[src/rtl/fetch_stage.sv]
// fetch_stage: PC owner, boot-vector loader, next-PC select, interrupt latch and IF/ID register.
// Optional FETCH_STATS_EN adds saturating fetch/flush counters.
module fetch_stage #(
    parameter logic [15:0] NOP_WORD  = 16'h4000,
    parameter logic [31:0] BOOT_ADDR = 32'd0
) (
    input  logic        clk,
    input  logic        reset,
    output logic [31:0] instr_mem_addr,
    input  logic [15:0] instr_mem_data,
    input  logic        stall,
    input  logic        clear_instruction,
    input  logic        jump_taken,
    input  logic [31:0] jump_target,
    input  logic        pc_choose_memory,
    input  logic [31:0] mem_pc,
    input  logic        interrupt_in,
    output logic        interrupt_signal,
    output logic [15:0] if_id_instruction,
    output logic [31:0] if_id_pc,
    output logic [15:0] if_id_imm,
    output logic        if_id_valid
`ifdef FETCH_STATS_EN
    ,
    output logic [31:0] stat_fetched,
    output logic [31:0] stat_flushed
`endif
);
    typedef enum logic [1:0] {BOOT_HI, BOOT_LO, RUN} state_e;
    state_e      state_q, state_d;
    logic [31:0] pc_q, pc_d, ifpc_q, ifpc_d;
    logic [15:0] ins_q, ins_d, imm_q, imm_d;
    logic        valid_q, valid_d, irq_q, irq_d;
    logic        run, redirect;
    assign run      = state_q == RUN;
    assign redirect = pc_choose_memory | jump_taken;
    assign instr_mem_addr    = state_q == BOOT_HI ? BOOT_ADDR : state_q == BOOT_LO ? BOOT_ADDR + 32'd1 : pc_q;
    assign interrupt_signal  = run & irq_q & ~stall & ~redirect;
    assign if_id_instruction = ins_q;
    assign if_id_pc          = ifpc_q;
    assign if_id_imm         = imm_q;
    assign if_id_valid       = valid_q;
    always_comb begin
        state_d = state_q;
        pc_d    = pc_q;
        ins_d   = ins_q;
        ifpc_d  = ifpc_q;
        imm_d   = imm_q;
        valid_d = valid_q;
        irq_d   = (irq_q & ~interrupt_signal) | interrupt_in;
        case (state_q)
            BOOT_HI: begin
                state_d      = BOOT_LO;
                pc_d[31:16]  = instr_mem_data;
            end
            BOOT_LO: begin
                state_d      = RUN;
                pc_d[15:0]   = instr_mem_data;
            end
            default: begin
                if (redirect) begin
                    pc_d    = pc_choose_memory ? mem_pc : jump_target;
                    ins_d   = NOP_WORD;
                    valid_d = 1'b0;
                end else if (!stall) begin
                    pc_d    = pc_q + 32'd1;
                    ins_d   = clear_instruction ? NOP_WORD : instr_mem_data;
                    valid_d = ~clear_instruction;
                    imm_d   = clear_instruction ? instr_mem_data : imm_q;
                    ifpc_d  = clear_instruction ? ifpc_q : pc_q + 32'd1;
                end
            end
        endcase
    end
    always_ff @(posedge clk or negedge reset) begin
        if (!reset) begin
            state_q <= BOOT_HI;
            pc_q    <= '0;
            ins_q   <= NOP_WORD;
            ifpc_q  <= '0;
            imm_q   <= '0;
            valid_q <= 1'b0;
            irq_q   <= 1'b0;
        end else begin
            state_q <= state_d;
            pc_q    <= pc_d;
            ins_q   <= ins_d;
            ifpc_q  <= ifpc_d;
            imm_q   <= imm_d;
            valid_q <= valid_d;
            irq_q   <= irq_d;
        end
    end
`ifdef FETCH_STATS_EN
    logic [31:0] fetched_q, fetched_d, flushed_q, flushed_d;
    logic        fetch_ev, flush_ev;
    assign fetch_ev     = run & ~redirect & ~stall & ~clear_instruction;
    assign flush_ev     = run & (redirect | (~stall & clear_instruction));
    assign fetched_d    = fetched_q + {31'd0, fetch_ev && fetched_q != '1};
    assign flushed_d    = flushed_q + {31'd0, flush_ev && flushed_q != '1};
    assign stat_fetched = fetched_q;
    assign stat_flushed = flushed_q;
    always_ff @(posedge clk or negedge reset) begin
        if (!reset) begin
            fetched_q <= '0;
            flushed_q <= '0;
        end else begin
            fetched_q <= fetched_d;
            flushed_q <= flushed_d;
        end
    end
`endif
endmodule

[config.mk]
export PLATFORM = sky130hd
export DESIGN_NAME = fetch_stage
export DESIGN_NICKNAME = d
export VERILOG_FILES = /design/src/rtl/fetch_stage.sv
export SDC_FILE = /design/constraint.sdc
export NUM_CORES = 1
export LEC_CHECK = 0
export CAP_MARGIN = 0
export CORE_MARGIN = 2
export CORE_UTILIZATION = 47
export CTS_CLUSTER_DIAMETER = 200
export DETAILED_ROUTE_END_ITERATION = 6
export PLACE_DENSITY = 0.82
export SETUP_SLACK_MARGIN = 0.1
export SYNTH_ARGS = -nofsm -noshare
export SYNTH_HDL_FRONTEND = slang
export SYNTH_SLANG_ARGS = --single-unit
[constraint.sdc]
create_clock -name clk -period 3.9 [get_ports clk]
set_input_delay 0.78 -clock clk [delete_from_list [all_inputs] [get_ports clk]]
set_output_delay 0.78 -clock clk [all_outputs]
set_load 0.05 [all_outputs]
==> results of run 1 <==
## stage by stage
step	hold WS (ns)	worst slack (ns)
3_5_place_dp	0.4703	0.5957
5_1_grt	0.5158	0.5176
4_1_cts	0.4851	0.6181
3_3_place_gp	0.4617	0.6187
6_report	0.4780	0.6323
2_1_floorplan	0.4678	0.4371
## registers in the layout (all words and copies together) (netlist names)
signal             cells
if_id_valid            1
pc_q                  32
if_id_instruction     16
irq_q                  1
state_q                2
if_id_pc              32
if_id_imm             16
## critical path, cell delays in order
cell and delay (ns):
clkdlybuf4s50_1 0.63, nor2_2 0.18, buf_4 0.17, nand2_1 0.09
nor3b_1 0.43, buf_12 0.20
## cells by family after synthesis
group / after synthesis / share of synthesized area
flops: 100 / 0.4602
xor+xnor: 31 / 0.04991
buf+inv: 53 / 0.04301
simple gates: 193 / 0.1840
fa+ha+maj: 1 / 0.002300
mux: 22 / 0.04462
compound gates: 169 / 0.2160
## cell usage in the layout, fill, tap and decap left out, drive strengths merged, types with 13 or more instances in the layout
cell	Yosys	routed
nand2	71	71
a21oi	25	25
nand3	18	18
xnor2	15	15
nand4	13	13
o21ai	55	55
mux2	18	18
nor3	13	13
and2	33	33
nor2	20	20
clkdlybuf4s50	0	182
dfrtp	99	99
a22o	16	16
buf	23	19
xor2	16	16
a221o	18	18
## power by group through the flow
stage | registers, mW | logic (mW) | clock network, mW
2_1_floorplan | 1.70 | 0.441 | 0
3_3_place_gp | 1.33 | 1.33 | 0
3_5_place_dp | 1.34 | 1.35 | 0
4_1_cts | 1.32 | 1.35 | 0.873
5_1_grt | 1.34 | 1.41 | 0.904
6_report | 1.32 | 1.35 | 0.855
## per-layer routing
metal  global-route usage  vias to the layer above  part of all wire
li1                     -                     2422                 -
met1               0.4092                     2629              0.42
met2               0.4752                      250              0.46
met3              0.09091                       30             0.091
met4              0.09794                        0             0.026
met5                    0                        -                 0
## Yosys cell counts (6+ instances only)
| master | instances |
|---|---|
| mux2_2 | 18 |
| a22oi_1 | 6 |
| nand4_1 | 12 |
| buf_2 | 19 |
| a221oi_1 | 10 |
| inv_1 | 8 |
| and2_1 | 33 |
| a221o_1 | 18 |
| a22o_1 | 16 |
| o221ai_1 | 12 |
| nand2_1 | 70 |
| xor2_1 | 16 |
| a21oi_1 | 25 |
| clkbuf_1 | 22 |
| nor3_1 | 13 |
| dfrtp_1 | 99 |
| xnor2_1 | 15 |
| o21ai_0 | 53 |
| nor2_1 | 19 |
| nand3_1 | 17 |
## final cells by class
| type | instances | area (µm²) |
|---|---|---|
| well taps | 143 | 178.9 |
| multi-input cells | 416 | 2708 |
| clock inverters | 4 | 33.78 |
| clock buffers | 11 | 252.7 |
| fillers | 928 | 3686 |
| inverters | 8 | 30.03 |
| repair buffers | 201 | 1977 |
| flip-flops and latches | 100 | 2504 |
## how the worst max path moves through the flow
stage	start	end	slack [ns]	cells after the start
final	jump_taken	interrupt_signal	0.63	6
after global routing	state_q[1]	instr_mem_addr[13]	0.52	3
after CTS	jump_taken	interrupt_signal	0.62	6
after detailed placement	jump_taken	if_id_pc[6]	0.60	7
after global placement	pc_choose_memory	pc_q[4]	0.62	7
after floorplan	pc_choose_memory	interrupt_signal	0.44	5
==> summary.txt, run 1 <==
placed cells = 868
RD Place Congestion = 0.9276
Die H = 111.6 µm
area of the core = 0.01137 mm²
GRT overflow = 0
Final Hold Fails = 0
H-tree Lvls = 3
Clock Tree Buf Depth = 2
hold-fix buffers at CTS = 0
RSZ-0062 raised after global routing = no
# IOs = 185
Power Density = 459.0 mW/mm²
Most used DFF post-synth = dfrtp_1
sequential power share = 0.375
DIE AREA = 0.01245 mm²
status = complete, no violations
DRT iter0 DRCs = 387
Max IR drop VDD = 0.4089 mV
Max-slew headroom = 0.3421
DR vias/cell = 6.037
min-delay worst type = reg -> reg
crit start category = input port
post-CTS resize count = 0
Wirelength per Cell = 21.33 µm
clock root buffer master = clkbuf_16
Post-synth EDFFs = 0
DR pass1 iterations = 7
Worst-path clk slew = 0.07 ns
CTS tree = built
Required @ worst endpoint = 3.12 ns
sequential-to-total area share from yosys stat = 0.4602
clk_lat worst skew = 0.35 ns
Num CTS Buffers = 9
R2R Path Start = state_q[1]
Synth Warn # = 0
Layout Utilization = 0.6758
Finished Layout Cells = 883
CP Max Fanout = 12
Cell variety after synth = 59
Yosys reg bits = 100
Mean Syn Cell Area = 9.561 µm²
Die W = 111.6 µm
largest net degree at the start of global routing = 64
worst-margin pin slew = 0.9869 ns
P_sw = 1.376 mW
fraction of layout cells with a size suffix above 1 = 0.08649
R2R depth = 5
Routed WL = 18.84 mm
cell count after synthesis = 569
Clk network pwr share = 0.242
net switching fraction of the power = 0.3903
vias in the first global route = 5,219
ANT nets after route = 0
post-synth top area share = 0.4554
Leak = 3.119 nW
max-slew violation count = 0
Pint = 2.150 mW
Area contributors post-synth = dfrtp_1 (46%), o21ai_0 (4.9%), nand2_1 (4.8%)
Arr. time, crit path = 2.49 ns
Async S/R FF share, synth = 1.000
hpwl dp = 14.11 mm
detailed-route via count = 5,331
port bufs = 184
# setup viols final = 0
Final TNS setup = 0 ns
Post-CTS Setup Bufs = 0
Final Cycle Share = 0.8379
Worst Hold End = if_id_pc[17]
final instance area = 0.007684 mm²
initial antenna violation count = 0
cell taking the most area after synthesis = dfrtp_1
first-pass GRT wire length = 29.26 mm
r2r endpoint = pc_q[4]
Worst Skew = 0.005409 ns
Comb power frac = 0.383
drt drc = 0
ANT cells = 0
Synth Net Count = 657
hold_sp = if_id_pc[17]
Rows = 39
hold path cells = 2
FMAX = 306.0 MHz
initial core utilization = 0.4785
# nets final = 824
Max Cap Viol = 0
Setup Crit Path Kind = in -> out
R2R setup slack = 1.22 ns
Tmin final = 3.268 ns
placed cell area = 0.007397 mm²
Overall Power = 3.526 mW
CP Capture Type = output pin
Sink Count = 100
GRT Total Usage = 0.3038
Layout area overhead = 41.24%
Syn Std Cell Area = 0.005440 mm²
Power figures use the tool's default switching activity.
==> run 2, diff against run 1 <==
--- a/config.mk
+++ b/config.mk
@@ -7,10 +7,10 @@
 export LEC_CHECK = 0
 export CAP_MARGIN = 0
 export CORE_MARGIN = 2
-export CORE_UTILIZATION = 47
+export CORE_UTILIZATION = 46
 export CTS_CLUSTER_DIAMETER = 200
 export DETAILED_ROUTE_END_ITERATION = 6
-export PLACE_DENSITY = 0.82
+export PLACE_DENSITY = 0.81
 export SETUP_SLACK_MARGIN = 0.1
 export SYNTH_ARGS = -nofsm -noshare
 export SYNTH_HDL_FRONTEND = slang
==> constraint.sdc (replaced) <==
create_clock -name clk -period 3.2 [get_ports clk]
set_input_delay 0.64 -clock clk [delete_from_list [all_inputs] [get_ports clk]]
set_output_delay 0.64 -clock clk [all_outputs]
set_load 0.05 [all_outputs]
==> run 2 against run 1 <==
Net effect:
- combinational power up 23%
- clock-buffer cell count unchanged
- power up 24%
- critical path depth down 1
- wire length up 3.2%
- clock power up 31%
==> summary.txt, run 2 (synthesis gave the netlist of run 1 again) <==
status = complete, no violations (unchanged)
Worst Skew = 0.006170 ns (was 0.005409 ns)
# setup viols final = 0 (unchanged)
Post-CTS Setup Bufs = 0 (unchanged)
DIE AREA = 0.01271 mm² (was 0.01245 mm²)
FMAX = 373.2 MHz
fillers = 939 (was 928)
met2 Track Usage GR = 0.4603 (was 0.4752)
post-CTS resize count = 0 (unchanged)
initial antenna violation count = 0 (unchanged)
DR pass1 iterations = 5 (was 7)
Final TNS setup = 0 ns (unchanged)
vias in the first global route = 5,363 (was 5,219)
Worst-path clk slew = 0.07 ns (about the same)
clk_lat worst skew = 0.35 ns (about the same)
fraction of layout cells with a size suffix above 1 = 0.09759 (was 0.08649)
ANT cells = 0 (unchanged)
crit path cell chain = clkdlybuf4s50_1 -> nor2b_1 -> nand2_1 -> nor3b_2 -> buf_12 (was clkdlybuf4s50_1 -> nor2_2 -> buf_4 -> nand2_1 -> nor3b_1 -> buf_12)
Most Crowded Layer GR = met2 (unchanged)
R2R Path Start = pc_q[5] (was state_q[1])
GRT overflow = 0 (unchanged)
Routed WL = 19.44 mm (was 18.84 mm)
Die H = 112.8 µm (was 111.6 µm)
hpwl dp = 14.54 mm (was 14.11 mm)
area of the core = 0.01147 mm² (was 0.01137 mm²)
CTS tree = built (unchanged)
worst path bufs/invs = 2 (was 3)
drt drc = 0 (unchanged)
Leak = 3.168 nW (was 3.119 nW)
final instance area = 0.007767 mm² (was 0.007684 mm²)
clock root buffer master = clkbuf_16 (unchanged)
DR vias/cell = 6.047 (was 6.037)
Rows = 39 (unchanged)
# IOs = 185 (unchanged)
CP Launch Point = stall (was jump_taken)
Clock Tree Buf Depth = 2 (unchanged)
Setup Crit Path Kind = in -> out (unchanged)
CP Max Fanout = 6 (was 12)
# nets final = 831 (was 824)
Max stage delay on crit path = 0.50 ns (was 0.63 ns)
Arr. time, crit path = 2.04 ns (was 2.49 ns)
ANT nets after route = 0 (unchanged)
Num CTS Buffers = 9 (unchanged)
Max IR drop VDD = 0.5139 mV (was 0.4089 mV)
GRT Total Usage = 0.3075 (was 0.3038)
Final Hold Fails = 0 (unchanged)
met1 Use GR = 0.4308 (was 0.4092)
Power Density = 564.8 mW/mm² (was 459.0 mW/mm²)
Wirelength per Cell = 21.82 µm (was 21.33 µm)
met3 usage in global routing = 0.08195 (was 0.09091)
DRT iter0 DRCs = 423 (was 387)
Slowest cell on crit path = clkdlybuf4s50_1 (unchanged)
Die W = 112.8 µm (was 111.6 µm)
H-tree Lvls = 3 (unchanged)
Layout Utilization = 0.6774 (was 0.6758)
Max-slew headroom = 0.3577 (was 0.3421)
RSZ-0062 raised after global routing = no (unchanged)
Required @ worst endpoint = 2.56 ns (was 3.12 ns)
Sink Count = 100 (unchanged)
CP Capture Type = output pin (unchanged)
crit start category = input port (unchanged)
largest net degree at the start of global routing = 64 (unchanged)
Max Cap Viol = 0 (unchanged)
CP delay by family, top = simple AND/OR/NAND/NOR gates (was buffers and inverters)
min-delay worst type = in -> async (was reg -> reg)
first-pass GRT wire length = 30.26 mm (was 29.26 mm)
initial core utilization = 0.4744 (was 0.4785)
worst-margin pin slew = 0.9635 ns (was 0.9869 ns)
Tmin final = 2.679 ns
placed cell area = 0.007465 mm² (was 0.007397 mm²)
commonest non-fill, non-tap cell in the layout = clkdlybuf4s50_1 (unchanged)
hold-fix buffers at CTS = 0 (unchanged)
Final Cycle Share = 0.8373
Layout area overhead = 42.78% (was 41.24%)
detailed-route via count = 5,388 (was 5,331)
RD Place Congestion = 0.9147 (was 0.9276)
most frequent cells in the layout = clkdlybuf4s50_1 (181), dfrtp_1 (99), nand2_1 (70), o21ai_0 (53), and2_1 (33) (was clkdlybuf4s50_1 (182), dfrtp_1 (99), nand2_1 (70), o21ai_0 (53), and2_1 (33))
port bufs = 184 (unchanged)
max-slew violation count = 0 (unchanged)
[run 2: changes by cell type in the layout (fill, tap and decap cells not counted), sizes merged]
| cell | previous run | this run |
|---|---|---|
| buf | 19 | 27 |
| bufinv | 0 | 1 |
| clkdlybuf4s50 | 182 | 181 |
[run 2: area by class of cell]
| class | instances | area, µm² | share of cell area |
|---|---|---|---|
| Clock buffer | 11 | 242.7 | 0.03125 |
| Multi-Input combinational cell | 416 | 2713 | 0.3492 |
| Timing Repair Buffer | 208 | 2039 | 0.2626 |
| Sequential cell | 100 | 2504 | 0.3223 |
| Inverter | 8 | 30.03 | 0.003866 |
| Clock inverter | 5 | 60.06 | 0.007732 |
| Tap cell | 143 | 178.9 | 0.02303 |
[run 2: power breakdown]
part / leakage, nW / switching, mW / internal [mW]
sequential: 1.25 / 0.164 / 1.45
clock: 0.146 / 0.484 / 0.631
combinational: 1.78 / 1.05 / 0.607
total: 3.17 / 1.70 / 2.69
[run 2: metrics by stage]
| stage | cells | power [mW] | setup WS [ns] | hold WS, ns |
|---|---|---|---|---|
| detailed placement | 875 | 3.288 | 0.4250 | 0.4618 |
| global route | 891 | 4.555 | 0.4404 | 0.4518 |
| finish | 891 | 4.387 | 0.5207 | 0.3795 |
| CTS | 891 | 4.403 | 0.5400 | 0.4170 |
| global placement | 875 | 3.253 | 0.5214 | 0.4625 |
| floorplan | 569 | 2.607 | 0.5044 | 0.3444 |
[run 2: per-layer routing]
metal	up-vias	routed length [µm]
li1	2425	-
met1	2624	8066
met2	308	8852
met3	31	1992
met4	0	532
met5	-	0
[run 2: path summary, 6_finish.rpt]
path,endpoint,slack [ns],cells past startpoint
worst max-delay path,interrupt_signal,0.52,5
worst min-delay path,if_id_imm[2],0.38,1
worst max register to register,pc_q[27],0.97,6
worst min register to register,if_id_pc[3],0.48,2
max in group asynchronous,if_id_imm[13],1.97,2
min in group clk,if_id_pc[3],0.48,2
[run 2: worst reg2reg max path: stages (launching register included)]
cell      delay, ns
dfrtp_1        0.50
nand4_2        0.23
nor4_4         0.55
buf_4          0.24
nand4_1        0.11
xor2_1         0.30
o221ai_1       0.15
